--- src/rtl/udp_sched_pkg.sv ---
// rtl/udp_sched_pkg.sv - state encoding and default timing constants for the UDP TX scheduler
package udp_sched_pkg;

  typedef enum logic [2:0] {
    S_IDLE,
    S_LAUNCH,
    S_WAIT_ACK,
    S_WAIT_DONE,
    S_GAP
  } sched_state_e;

  localparam int GAP_CYCLES_DEFAULT     = 96;
  localparam int TIMEOUT_CYCLES_DEFAULT = 1_000_000;

  // A zero-length gap still needs one cycle to deliver the result pulses.
  function automatic int at_least_one(input int v);
    return (v < 1) ? 1 : v;
  endfunction

endpackage

--- src/rtl/rr_arbiter.sv ---
// rtl/rr_arbiter.sv - combinational round-robin pick starting after the previous owner
module rr_arbiter #(
  parameter int NUM_REQ = 4
) (
  input  logic [NUM_REQ-1:0]         req_i,
  input  logic [$clog2(NUM_REQ)-1:0] last_i,
  output logic [$clog2(NUM_REQ)-1:0] winner_o,
  output logic                       any_o
);

  localparam int IW = $clog2(NUM_REQ);

  logic [IW-1:0] cand;

  // Walk from the farthest candidate down to last+1 so the nearest requester overwrites.
  always_comb begin
    winner_o = '0;
    cand     = '0;
    any_o    = |req_i;
    for (int k = NUM_REQ; k >= 1; k--) begin
      cand = IW'((int'(last_i) + k) % NUM_REQ);
      if (req_i[cand]) begin
        winner_o = cand;
      end
    end
  end

endmodule

--- src/rtl/udp_tx_scheduler.sv ---
// rtl/udp_tx_scheduler.sv - shares one UDP transmitter between NUM_REQ producers with gap and watchdog
module udp_tx_scheduler
  import udp_sched_pkg::*;
#(
  parameter int NUM_REQ        = 4,
  parameter int GAP_CYCLES     = GAP_CYCLES_DEFAULT,
  parameter int TIMEOUT_CYCLES = TIMEOUT_CYCLES_DEFAULT,
  parameter int COUNT_WIDTH    = 16
) (
  input  logic                       clk_i,
  input  logic                       rst_ni,
  input  logic                       enable_i,
  input  logic [NUM_REQ-1:0]         req_i,
  input  logic                       tx_ready_i,
  output logic                       tx_send_o,
  output logic [NUM_REQ-1:0]         grant_o,
  output logic [$clog2(NUM_REQ)-1:0] sel_o,
  output logic                       busy_o,
  output logic [NUM_REQ-1:0]         done_o,
  output logic                       timeout_o,
  output logic [COUNT_WIDTH-1:0]     pkt_count_o
);

  localparam int IW      = $clog2(NUM_REQ);
  localparam int GAP_LEN = at_least_one(GAP_CYCLES);
  localparam int GW      = $clog2(GAP_LEN + 1);
  localparam int WW      = $clog2(TIMEOUT_CYCLES + 1);

  localparam logic [GW-1:0]      GAP_LAST  = GW'(GAP_LEN - 1);
  localparam logic [WW-1:0]      WDOG_LAST = WW'(TIMEOUT_CYCLES - 1);
  localparam logic [NUM_REQ-1:0] ONE_HOT0  = NUM_REQ'(1);

  sched_state_e           state_q, state_d;
  logic [IW-1:0]          sel_q, sel_d;
  logic [IW-1:0]          last_q, last_d;
  logic [WW-1:0]          wdog_q, wdog_d;
  logic [GW-1:0]          gap_q, gap_d;
  logic [COUNT_WIDTH-1:0] cnt_q, cnt_d;
  logic                   tx_send_q, tx_send_d;
  logic [NUM_REQ-1:0]     grant_q, grant_d;
  logic                   busy_q, busy_d;
  logic [NUM_REQ-1:0]     done_q, done_d;
  logic                   timeout_q, timeout_d;

  logic [IW-1:0] arb_winner;
  logic          arb_any;

  rr_arbiter #(
    .NUM_REQ (NUM_REQ)
  ) u_arb (
    .req_i    (req_i),
    .last_i   (last_q),
    .winner_o (arb_winner),
    .any_o    (arb_any)
  );

  always_ff @(posedge clk_i or negedge rst_ni) begin
    if (!rst_ni) begin
      state_q   <= S_IDLE;
      sel_q     <= '0;
      last_q    <= IW'(NUM_REQ - 1);
      wdog_q    <= '0;
      gap_q     <= '0;
      cnt_q     <= '0;
      tx_send_q <= 1'b0;
      grant_q   <= '0;
      busy_q    <= 1'b0;
      done_q    <= '0;
      timeout_q <= 1'b0;
    end else begin
      state_q   <= state_d;
      sel_q     <= sel_d;
      last_q    <= last_d;
      wdog_q    <= wdog_d;
      gap_q     <= gap_d;
      cnt_q     <= cnt_d;
      tx_send_q <= tx_send_d;
      grant_q   <= grant_d;
      busy_q    <= busy_d;
      done_q    <= done_d;
      timeout_q <= timeout_d;
    end
  end

  // Outputs are computed alongside the next state so every one of them leaves a flop.
  always_comb begin
    state_d   = state_q;
    sel_d     = sel_q;
    last_d    = last_q;
    wdog_d    = wdog_q;
    gap_d     = gap_q;
    cnt_d     = cnt_q;
    tx_send_d = 1'b0;
    grant_d   = '0;
    done_d    = '0;
    timeout_d = 1'b0;

    unique case (state_q)
      S_IDLE: begin
        if (enable_i && arb_any && tx_ready_i) begin
          state_d   = S_LAUNCH;
          sel_d     = arb_winner;
          tx_send_d = 1'b1;
          grant_d   = ONE_HOT0 << arb_winner;
        end
      end

      S_LAUNCH: begin
        wdog_d  = '0;
        state_d = S_WAIT_ACK;
      end

      S_WAIT_ACK, S_WAIT_DONE: begin
        // Completion is tested first so a ready edge on the expiry cycle still counts.
        if (state_q == S_WAIT_DONE && tx_ready_i) begin
          state_d = S_GAP;
          gap_d   = '0;
          last_d  = sel_q;
          done_d  = ONE_HOT0 << sel_q;
          cnt_d   = cnt_q + COUNT_WIDTH'(1);
        end else if (wdog_q == WDOG_LAST) begin
          state_d   = S_GAP;
          gap_d     = '0;
          last_d    = sel_q;
          timeout_d = 1'b1;
        end else begin
          wdog_d = wdog_q + WW'(1);
          if (state_q == S_WAIT_ACK && !tx_ready_i) begin
            state_d = S_WAIT_DONE;
          end
        end
      end

      S_GAP: begin
        if (gap_q == GAP_LAST) begin
          state_d = S_IDLE;
        end else begin
          gap_d = gap_q + GW'(1);
        end
      end

      default: state_d = S_IDLE;
    endcase

    busy_d = (state_d != S_IDLE);
  end

  assign tx_send_o   = tx_send_q;
  assign grant_o     = grant_q;
  assign sel_o       = sel_q;
  assign busy_o      = busy_q;
  assign done_o      = done_q;
  assign timeout_o   = timeout_q;
  assign pkt_count_o = cnt_q;

endmodule

--- config.mk ---
export PLATFORM = sky130hd
export DESIGN_NAME = udp_tx_scheduler
export DESIGN_NICKNAME = d
export VERILOG_FILES = /design/src/rtl/udp_sched_pkg.sv /design/src/rtl/rr_arbiter.sv /design/src/rtl/udp_tx_scheduler.sv
export SDC_FILE = /design/constraint.sdc
export NUM_CORES = 1
export LEC_CHECK = 0
export ABC_CLOCK_PERIOD_IN_PS = 1950
export CAP_MARGIN = 20
export CORE_MARGIN = 2
export CORE_UTILIZATION = 63
export DETAILED_ROUTE_END_ITERATION = 7
export DONT_BUFFER_PORTS = 1
export GPL_ROUTABILITY_DRIVEN = 0
export MAX_ROUTING_LAYER = met4
export PLACE_DENSITY = 0.79
export SKIP_LAST_GASP = 1
export SYNTH_ARGS = -nofsm -noshare
export SYNTH_HDL_FRONTEND = slang
export SYNTH_SLANG_ARGS = --single-unit
--- constraint.sdc ---
create_clock -name clk_i -period 1.95 [get_ports clk_i]
set_input_delay 0.0975 -clock clk_i [delete_from_list [all_inputs] [get_ports clk_i]]
set_output_delay 0.0975 -clock clk_i [all_outputs]
set_load 0.02 [all_outputs]
Word level (Yosys, flattened, before mapping). Cells that the tools add are included.

Register bits after elaboration: 61. Bits of input ports: 8. Output and inout port bits: 29. Logic and storage cells: 87.

Add/subtract/negate cells: 7. $lt $le $gt $ge: 4. Equal/unequal tests: 10. Shift-type cells: 2. Muxes and demuxes: 36. Reduce and logical (&&, ||, !) cells: 17.

Operators with widths (count): 20-bit 2-to-1 mux (2); 20-bit case mux with 2 select lines (1); 7-bit 2-to-1 mux (3); 20-bit by 1-bit adder with 20-bit output (second input constant) (1); 20-bit equality test (second input constant) (1); 16-bit by 1-bit adder with 16-bit output (second input constant) (1); 4-bit 2-to-1 mux (4); 3-bit 2-to-1 mux (5); 7-bit case mux with 2 select lines (1); 2-bit by 3-bit less-than comparator with 1-bit output (second input constant) (4); 2-bit 2-to-1 mux (6); 3-bit case mux with 4 select lines (1); 1-bit 2-to-1 mux (9); 1-bit binary-select mux with 2-bit select (4); 1-bit by 2-bit left shift with 4-bit output (first input constant) (2); 7-bit by 1-bit adder with 7-bit output (second input constant) (1); 7-bit equality test (second input constant) (1); 3-bit by 2-bit equality test with 1-bit output (second input constant) (2); 2-bit != test (second input constant) (3); 2-bit AND reduction (3); 3-bit AND reduction (2); 2-bit nonzero test (3); 2-bit by 1-bit adder with 2-bit output (second input constant) (2); 2-bit adder (second input constant) (2); 9 further kinds (12).

Logic depth before layout (Yosys ltp). Gate-level depths: netlist of the first run.

Depth after elaboration: 10. Gate-level depth with buffers: 6. Gate-level depth less buffers: 5.

By module. Synthesis of the first run repeated with hierarchy kept, for this count alone.

Cells, all modules: 273. Area, all modules: 2846.5 um^2.

By module, submodules not included: udp_tx_scheduler (times used 1, cells each 259, area an instance 2755.1 um^2, seq. area each 1529.0 um^2); rr_arbiter (times used 1, cells each 14, area an instance 91.3 um^2, seq. area each 0.0 um^2).

Worst setup path before layout of the first run. Ideal clock, no wire load.

Path kind: reg2reg. Start: register wdog_q[0]. End: register last_q[0]. Library setup time: 82 ps. Arrival time: 1621 ps. Data required time: 1868 ps. Setup slack: 247 ps. Stages on the path, launching flop included: 6. Path buffers: 0. Period minus slack after synthesis: 1703 ps. Cell sequence: dfrtp_1 ha_1 and3_1 nand4_4 o31ai_4 mux2_4.

Word-level cells in the longest chain between the ends: 3.

RTL lines: from (decl) (line udp_tx_scheduler.sv:36) `logic [WW-1:0] wdog_q, wdog_d;`; from (signal assigned) (line udp_tx_scheduler.sv:74) `wdog_q <= wdog_d;`; 20-bit equality test (line udp_tx_scheduler.sv:121) `end else if (wdog_q == WDOG_LAST) begin`; 2-bit nonzero test (no source line); 2-bit AND reduction (no source line); to (signal assigned) (line udp_tx_scheduler.sv:61) `last_q <= IW'(NUM_REQ - 1);`; to (signal assigned) (line udp_tx_scheduler.sv:73) `last_q <= last_d;`; to (decl) (line udp_tx_scheduler.sv:35) `logic [IW-1:0] last_q, last_d;`.

No other way between the ends. A chain may end at the register's enable or synchronous reset.

Worst setup path after layout of the first run.
Start: register wdog_q[12]. End: register busy_q (netlist: busy_o).

Word-level cells in the longest chain between the ends: 5.

RTL lines: 20-bit equality test (line udp_tx_scheduler.sv:121); 3-bit 2-to-1 mux (line udp_tx_scheduler.sv:121); 3-bit 2-to-1 mux (line udp_tx_scheduler.sv:115) `if (state_q == S_WAIT_DONE && tx_ready_i) begin`; 3-bit case mux with 4 select lines (line udp_tx_scheduler.sv:98) `unique case (state_q)`; named net state_d[1] (line udp_tx_scheduler.sv:33) `sched_state_e state_q, state_d;`; 3-bit nonzero test (line udp_tx_scheduler.sv:145) `busy_d = (state_d != S_IDLE);`; named net busy_d (line udp_tx_scheduler.sv:41) `logic busy_q, busy_d;`; to (signal assigned) (line udp_tx_scheduler.sv:79) `busy_q <= busy_d;`; to (decl) (line udp_tx_scheduler.sv:41).

The timed path passes the listed nets, and every way through them passes these cells.

==> impl_metrics.py, run 1 <==
metrics = {
    "outcome": {
        "outcome": "finished, final reports clean",
    },
    "timing": {
        "finalHoldViolCount": 0,
        "drv_slew": 0,
        "setup_violations": 0,
        "fin_tns_setup_ps": 0,
        "max_slew_margin": 0.7032,
        "period_share": 0.9281,
        "fin_skew_ps": 5.220,
        "rsz0062_at_grt": "false",
        "worst_pin_slew_ps": 440.6,
        "fin_crit_ps": 1810,
        "clock.fmax_ghz": 0.5526,
    },
    "power_and_ir_drop": {
        "leakage_nw": 1.619,
        "p_per_area_nw_per_um2": 1111,
        "max-vdd-ir-drop_uv": 849.4,
    },
    "place": {
        "dpl.cell_count": 368,
        "dpl.hpwl_um": 4289,
        "io_buffers": 0,
        "place_area_um2": 3287,
    },
    "routing": {
        "drtIter0Drc": 151,
        "firstDrtPassIters": 5,
        "wl_per_cell_um": 15.97,
        "vias_per_cell": 6.044,
        "wirelength_um": 6149,
        "route.detailed.drc": 0,
        "ant_nets": 0,
        "num_vias": 2327,
    },
    "cells_and_area": {
        "final_core_util": 0.7391,
        "nFillCells": 360,
        "syn_to_final_growth_pct": 12.14,
        "diodes": 0,
        "area.sequential_um2": 1529,
        "drive_gt1_frac": 0.1698,
        "final_area_um2": 3537,
        "nets": 326,
        "multi_input_area_um2": 1546,
        "fin_cells": 385,
    },
    "die": {
        "initial_core_util": 0.6591,
        "die_width_um": 74.76,
        "core.rowCount": 25,
        "die_area_um2": 5589,
        "dieHeight_um": 74.76,
        "coreArea_um2": 4786,
        "io_pins": 37,
    },
    "cts": {
        "clkLatencyLatePin_ps": 330,
        "clock-root-buffer": "clkbuf_8",
        "numCtsBuffers": 9,
        "cts_max_path_buffers": 2,
        "cts.sinks": 61,
        "cts_setup_buffers": 0,
        "htreeDepth": 3,
        "clk_pin_slew_ps": 70,
        "cts_tree": "yes",
    },
    "synth": {
        "synth_nets": 306,
        "ys_seq_elements": 61,
        "synth-seq-area-share": 0.4847,
        "synthesis.area_um2": 3154,
        "syn_area_per_cell_um2": 10.69,
        "yosysWarningCount": 0,
        "ys.flop_type": "dfrtp_1",
        "synth_edf_count": 0,
        "yosysUniqueCellTypes": 60,
        "synth_cells": 295,
        "async_flop_share": 1.000,
    },
    "job": {
        "drv_cap": 0,
    },
    "global_routing": {
        "grt_pass1_vias": 2351,
        "grt_antenna_before_repair": 0,
        "grt_max_degree": 62,
        "grt_pass1_wl_um": 10460,
        "grt.total_usage": 0.2538,
        "grt_overflow_total": 0,
    },
    "setup_path": {
        "worstPathArrival_ps": 2010,
        "critPathCaptureType": "flip-flop",
        "critical_path_required_ps": 2150,
        "start_kind": "flip-flop",
        "critPathKind": "reg -> reg",
        "worstPathMaxFanout": 6,
    },
    "worst_hold_path": {
        "hold_path_class": "in -> reg",
    },
}
Yosys cell counts (4+ instances only):
master	n	share of area
o211ai_1	6	0.014
a21oi_1	12	0.019
and2_1	4	0.0079
nor3_1	4	0.0063
nand2b_1	12	0.024
nand2_1	28	0.033
o21ai_0	4	0.0063
or4_1	6	0.014
xnor2_1	10	0.028
xor2_1	10	0.028
nor2_1	16	0.019
inv_1	7	0.0083
nand4_1	9	0.018
nor2b_1	4	0.0079
dfrtp_1	59	0.47
and3_1	11	0.022
mux2i_1	12	0.038
nand3_1	16	0.025
o31ai_1	6	0.014
state kept, by name (all words and copies together), names as in the netlist:
signal,flops
pkt_count_o,16
last_q,2
timeout_o,1
grant_o,4
busy_o,1
wdog_q,20
gap_q,7
tx_send_o,1
state_q,3
sel_o,2
done_o,4
metal layers:
| metal | global-route usage | routed length [um] | up-vias |
|---|---|---|---|
| li1 | - | - | 1111 |
| met1 | 0.3342 | 2862 | 1155 |
| met2 | 0.3884 | 2952 | 53 |
| met3 | 0.05221 | 261 | 8 |
| met4 | 0.09921 | 72 | 0 |
| met5 | - | 0 | - |
critical path, cell delays in order (launching register included):
cell and delay, ps:
dfrtp_1 460, nor4b_4 380, and4_2 310, a21oi_1 150, or3_1 380
cell usage in the layout (no fill, tap or decap), types with 2 or more instances in the layout:
cell | synthesis | layout
and2_1 | 4 | 4
and2_2 | 2 | 2
nand2_1 | 28 | 27
mux2i_1 | 12 | 12
and4_2 | 2 | 2
dfstp_2 | 2 | 2
o211ai_1 | 6 | 6
nand4_1 | 9 | 9
o31ai_1 | 6 | 6
dlygate4sd3_1 | 0 | 2
xnor2_1 | 10 | 10
nor4_2 | 2 | 2
nand2b_1 | 12 | 12
or4_1 | 6 | 6
nor4b_2 | 2 | 2
buf_4 | 0 | 14
xor2_1 | 10 | 10
nor4_1 | 3 | 3
and3_1 | 11 | 10
a21oi_1 | 12 | 12
inv_1 | 7 | 7
ha_1 | 3 | 3
and4_1 | 3 | 3
nor2b_1 | 4 | 4
nor2_1 | 16 | 16
nor3b_2 | 2 | 2
mux2_4 | 2 | 2
nand3_1 | 16 | 16
o21ai_0 | 4 | 4
clkbuf_8 | 0 | 12
nor3_1 | 4 | 4
dfrtp_1 | 59 | 59
final cells by class:
cell class,instances,share of cell area
multi-input combinational,219,0.4372
clock buffer,13,0.04775
inverter,7,0.007428
timing repair buffer,17,0.04316
tap,67,0.02370
clock inverter,1,0.008490
sequential,61,0.4323
per-stage QoR:
stage / setup WS [ps] / hold slack, ps / power, mW
after floorplan: 246.8 / -198.1 / 2.529
after CTS: 71.17 / 58.25 / 3.942
after global placement: 210.2 / -196.6 / 2.725
after detailed placement: 61.97 / -196.7 / 2.762
after global routing: 38.61 / 76.26 / 4.157
final: 140.3 / 70.15 / 3.929
power by group:
group,switching (mW),internal [mW],total [mW],leakage [nW]
Sequential,0.360,1.49,1.85,0.811
Clock,0.470,0.682,1.15,0.102
Combinational,0.485,0.439,0.924,0.707
path summary, 6_finish.rpt:
kind	from	to	slack [ps]	cells after the start
max in group asynchronous	rst_ni	last_q[0]	1370	2
hold reg to reg	wdog_q[4]	wdog_q[4]	480	1
min in group asynchronous	rst_ni	gap_q[4]	300	2
hold / removal	tx_ready_i	timeout_o	70	2
setup reg to reg	wdog_q[12]	busy_o	140	4
setup / recovery	wdog_q[12]	busy_o	140	4
repair_timing:
| action | in CTS | in global routing |
|---|---|---|
| hold buffers | 3 | 0 |
| endpoints found under the hold margin | 62 | 0 |
| gates resized for setup | 0 | 2 |
| endpoints found under the setup margin | 0 | 5 |
cell families after synthesis:
group / share of synthesized area
AO/OA/AOI/OAI: 0.09640
AND/OR/NAND/NOR: 0.2741
multiplexers: 0.05117
buffers and inverters: 0.02618
XOR/XNOR: 0.05553
flip-flops: 0.4847
adder cells (fa/ha/maj): 0.01190
No activity file was read; power rests on OpenSTA's default activity.
==> inputs of run 2 (changes only) <==
- CORE_ASPECT_RATIO: unset -> 1.1
- PLACE_DENSITY: 0.79 -> 0.75
==> impl_metrics.py, run 2 (synthesis results as in run 1) <==
metrics = {
    "routing": {
        "ant_nets": 0,
        "wl_per_cell_um": 15.95,
        "num_vias": 2285,
        "route.detailed.drc": 0,
        "vias_per_cell": 6.061,
        "wirelength_um": 6014,
        "firstDrtPassIters": 4,
        "drtIter0Drc": 147,
    },
    "setup_path": {
        "max_stage_delay_ps": 460,
        "critical_path_required_ps": 2170,
        "cp_slowest_cell": "dfrtp_1",
        "path_buf_inv": 0,
        "path_cells": "nor4b_4 -> and4_2 -> a21oi_1 -> or3_1",
        "worstPathMaxFanout": 6,
        "critPathKind": "reg -> reg",
        "critPathCaptureType": "flip-flop",
        "start_kind": "flip-flop",
        "critPathTopFamily": "simple AND/OR/NAND/NOR gates",
        "worstPathArrival_ps": 2030,
    },
    "global_routing": {
        "grt.total_usage": 0.2367,
        "grt_antenna_before_repair": 0,
        "grt_pass1_wl_um": 10030,
        "grt_overflow_total": 0,
        "grt_pass1_vias": 2202,
        "grt_max_degree": 62,
    },
    "timing": {
        "finalHoldViolCount": 0,
        "worst_pin_slew_ps": 449.0,
        "period_share": 0.9305,
        "rsz0062_at_grt": "false",
        "setup_violations": 0,
        "clock.fmax_ghz": 0.5511,
        "fin_crit_ps": 1814,
        "drv_slew": 0,
        "fin_skew_ps": 6.391,
        "max_slew_margin": 0.6975,
        "fin_tns_setup_ps": 0,
    },
    "cells_and_area": {
        "drive_gt1_frac": 0.1724,
        "mostFrequentLayoutCell": "dfrtp_1",
        "regMostFlops": "wdog_q",
        "area.sequential_um2": 1529,
        "mostFrequentLayoutCells": "dfrtp_1, nand2_1, nor2_1, nand3_1, buf_4",
        "nets": 325,
        "largest_register_ffs": 20,
        "syn_to_final_growth_pct": 11.19,
        "multi_input_area_um2": 1544,
        "nFillCells": 347,
        "diodes": 0,
    },
    "cts": {
        "htreeDepth": 3,
        "cts_max_path_buffers": 2,
        "clock-root-buffer": "clkbuf_8",
        "clk_pin_slew_ps": 70,
        "clkLatencyLatePin_ps": 340,
        "cts_tree": "yes",
        "numCtsBuffers": 9,
        "cts.sinks": 61,
    },
    "power_and_ir_drop": {
        "p_per_area_nw_per_um2": 1100,
        "max-vdd-ir-drop_uv": 822.0,
        "total_power_mw": 3.857,
        "leakage_nw": 1.609,
    },
    "die": {
        "coreArea_um2": 4932,
        "io_pins": 37,
        "initial_core_util": 0.6395,
        "die_width_um": 71.47,
        "die_area_um2": 5589,
        "dieHeight_um": 78.21,
        "core.rowCount": 27,
    },
    "worst_hold_path": {
        "hold_path_class": "in -> reg",
    },
    "place": {
        "io_buffers": 0,
        "dpl.hpwl_um": 4178,
    },
    "job": {
        "drv_cap": 0,
    },
    "outcome": {
        "outcome": "finished, final reports clean",
    },
}
[run 2: cell type report]
cell class	count	share of cell area
Inverter	7	0.007492
Tap cell	58	0.02069
Timing Repair Buffer	16	0.04138
Clock inverter	7	0.01891
Clock buffer	9	0.03532
Multi-Input combinational cell	219	0.4402
Sequential cell	61	0.4360
[run 2: report_power, final]
part | switching, mW | internal, mW | leakage (nW)
registers | 0.348 | 1.49 | 0.811
logic | 0.497 | 0.439 | 0.699
clock network | 0.499 | 0.582 | 0.0987
[run 2: worst register-to-register path, cell delays in order (launching register included)]
cell     delay (ps)
dfrtp_1         460
nor4b_4         380
and4_2          320
a21oi_1         150
or3_1           380
[run 2: per-layer routing]
metal | global-route usage | wire (um) | part of all wire
met4 | 0.1226 | 63 | 0.010
met2 | 0.3833 | 3096 | 0.51
met5 | - | 0 | 0
met3 | 0.05135 | 216 | 0.036
met1 | 0.2760 | 2637 | 0.44
[run 2: stage by stage]
stage	worst slack, ps	hold slack [ps]	cells	instance area (um^2)	util
6_report	135.6	45.97	377	3507	0.7111
5_1_grt	49.47	44.04	377	3507	0.7111
4_1_cts	85.92	40.70	377	3506	0.7108
3_5_place_dp	94.05	-197.0	358	3268	0.6626
3_3_place_gp	190.6	-197.0	358	3268	0.6626
2_1_floorplan	246.8	-198.1	295	3154	-
[run 2: path summary, 6_finish.rpt]
path                       cells after the start       start         end  slack [ps]
max                                            4  wdog_q[12]      busy_o         140
min in group asynchronous                      2      rst_ni  grant_o[3]         310
max reg2reg                                    4  wdog_q[12]      busy_o         140
min                                            4    req_i[3]  grant_o[0]          50
max in group asynchronous                      2      rst_ni   last_q[1]        1370
min reg2reg                                    1   wdog_q[4]   wdog_q[4]         480
[run 2: repair_timing]
| action | in CTS | in global routing |
|---|---|---|
| hold buffers | 3 | 0 |
| setup endpoints to repair | 0 | 3 |
| setup buffers | 0 | 0 |
| hold endpoints to repair | 62 | 0 |
| gates resized for setup | 0 | 1 |
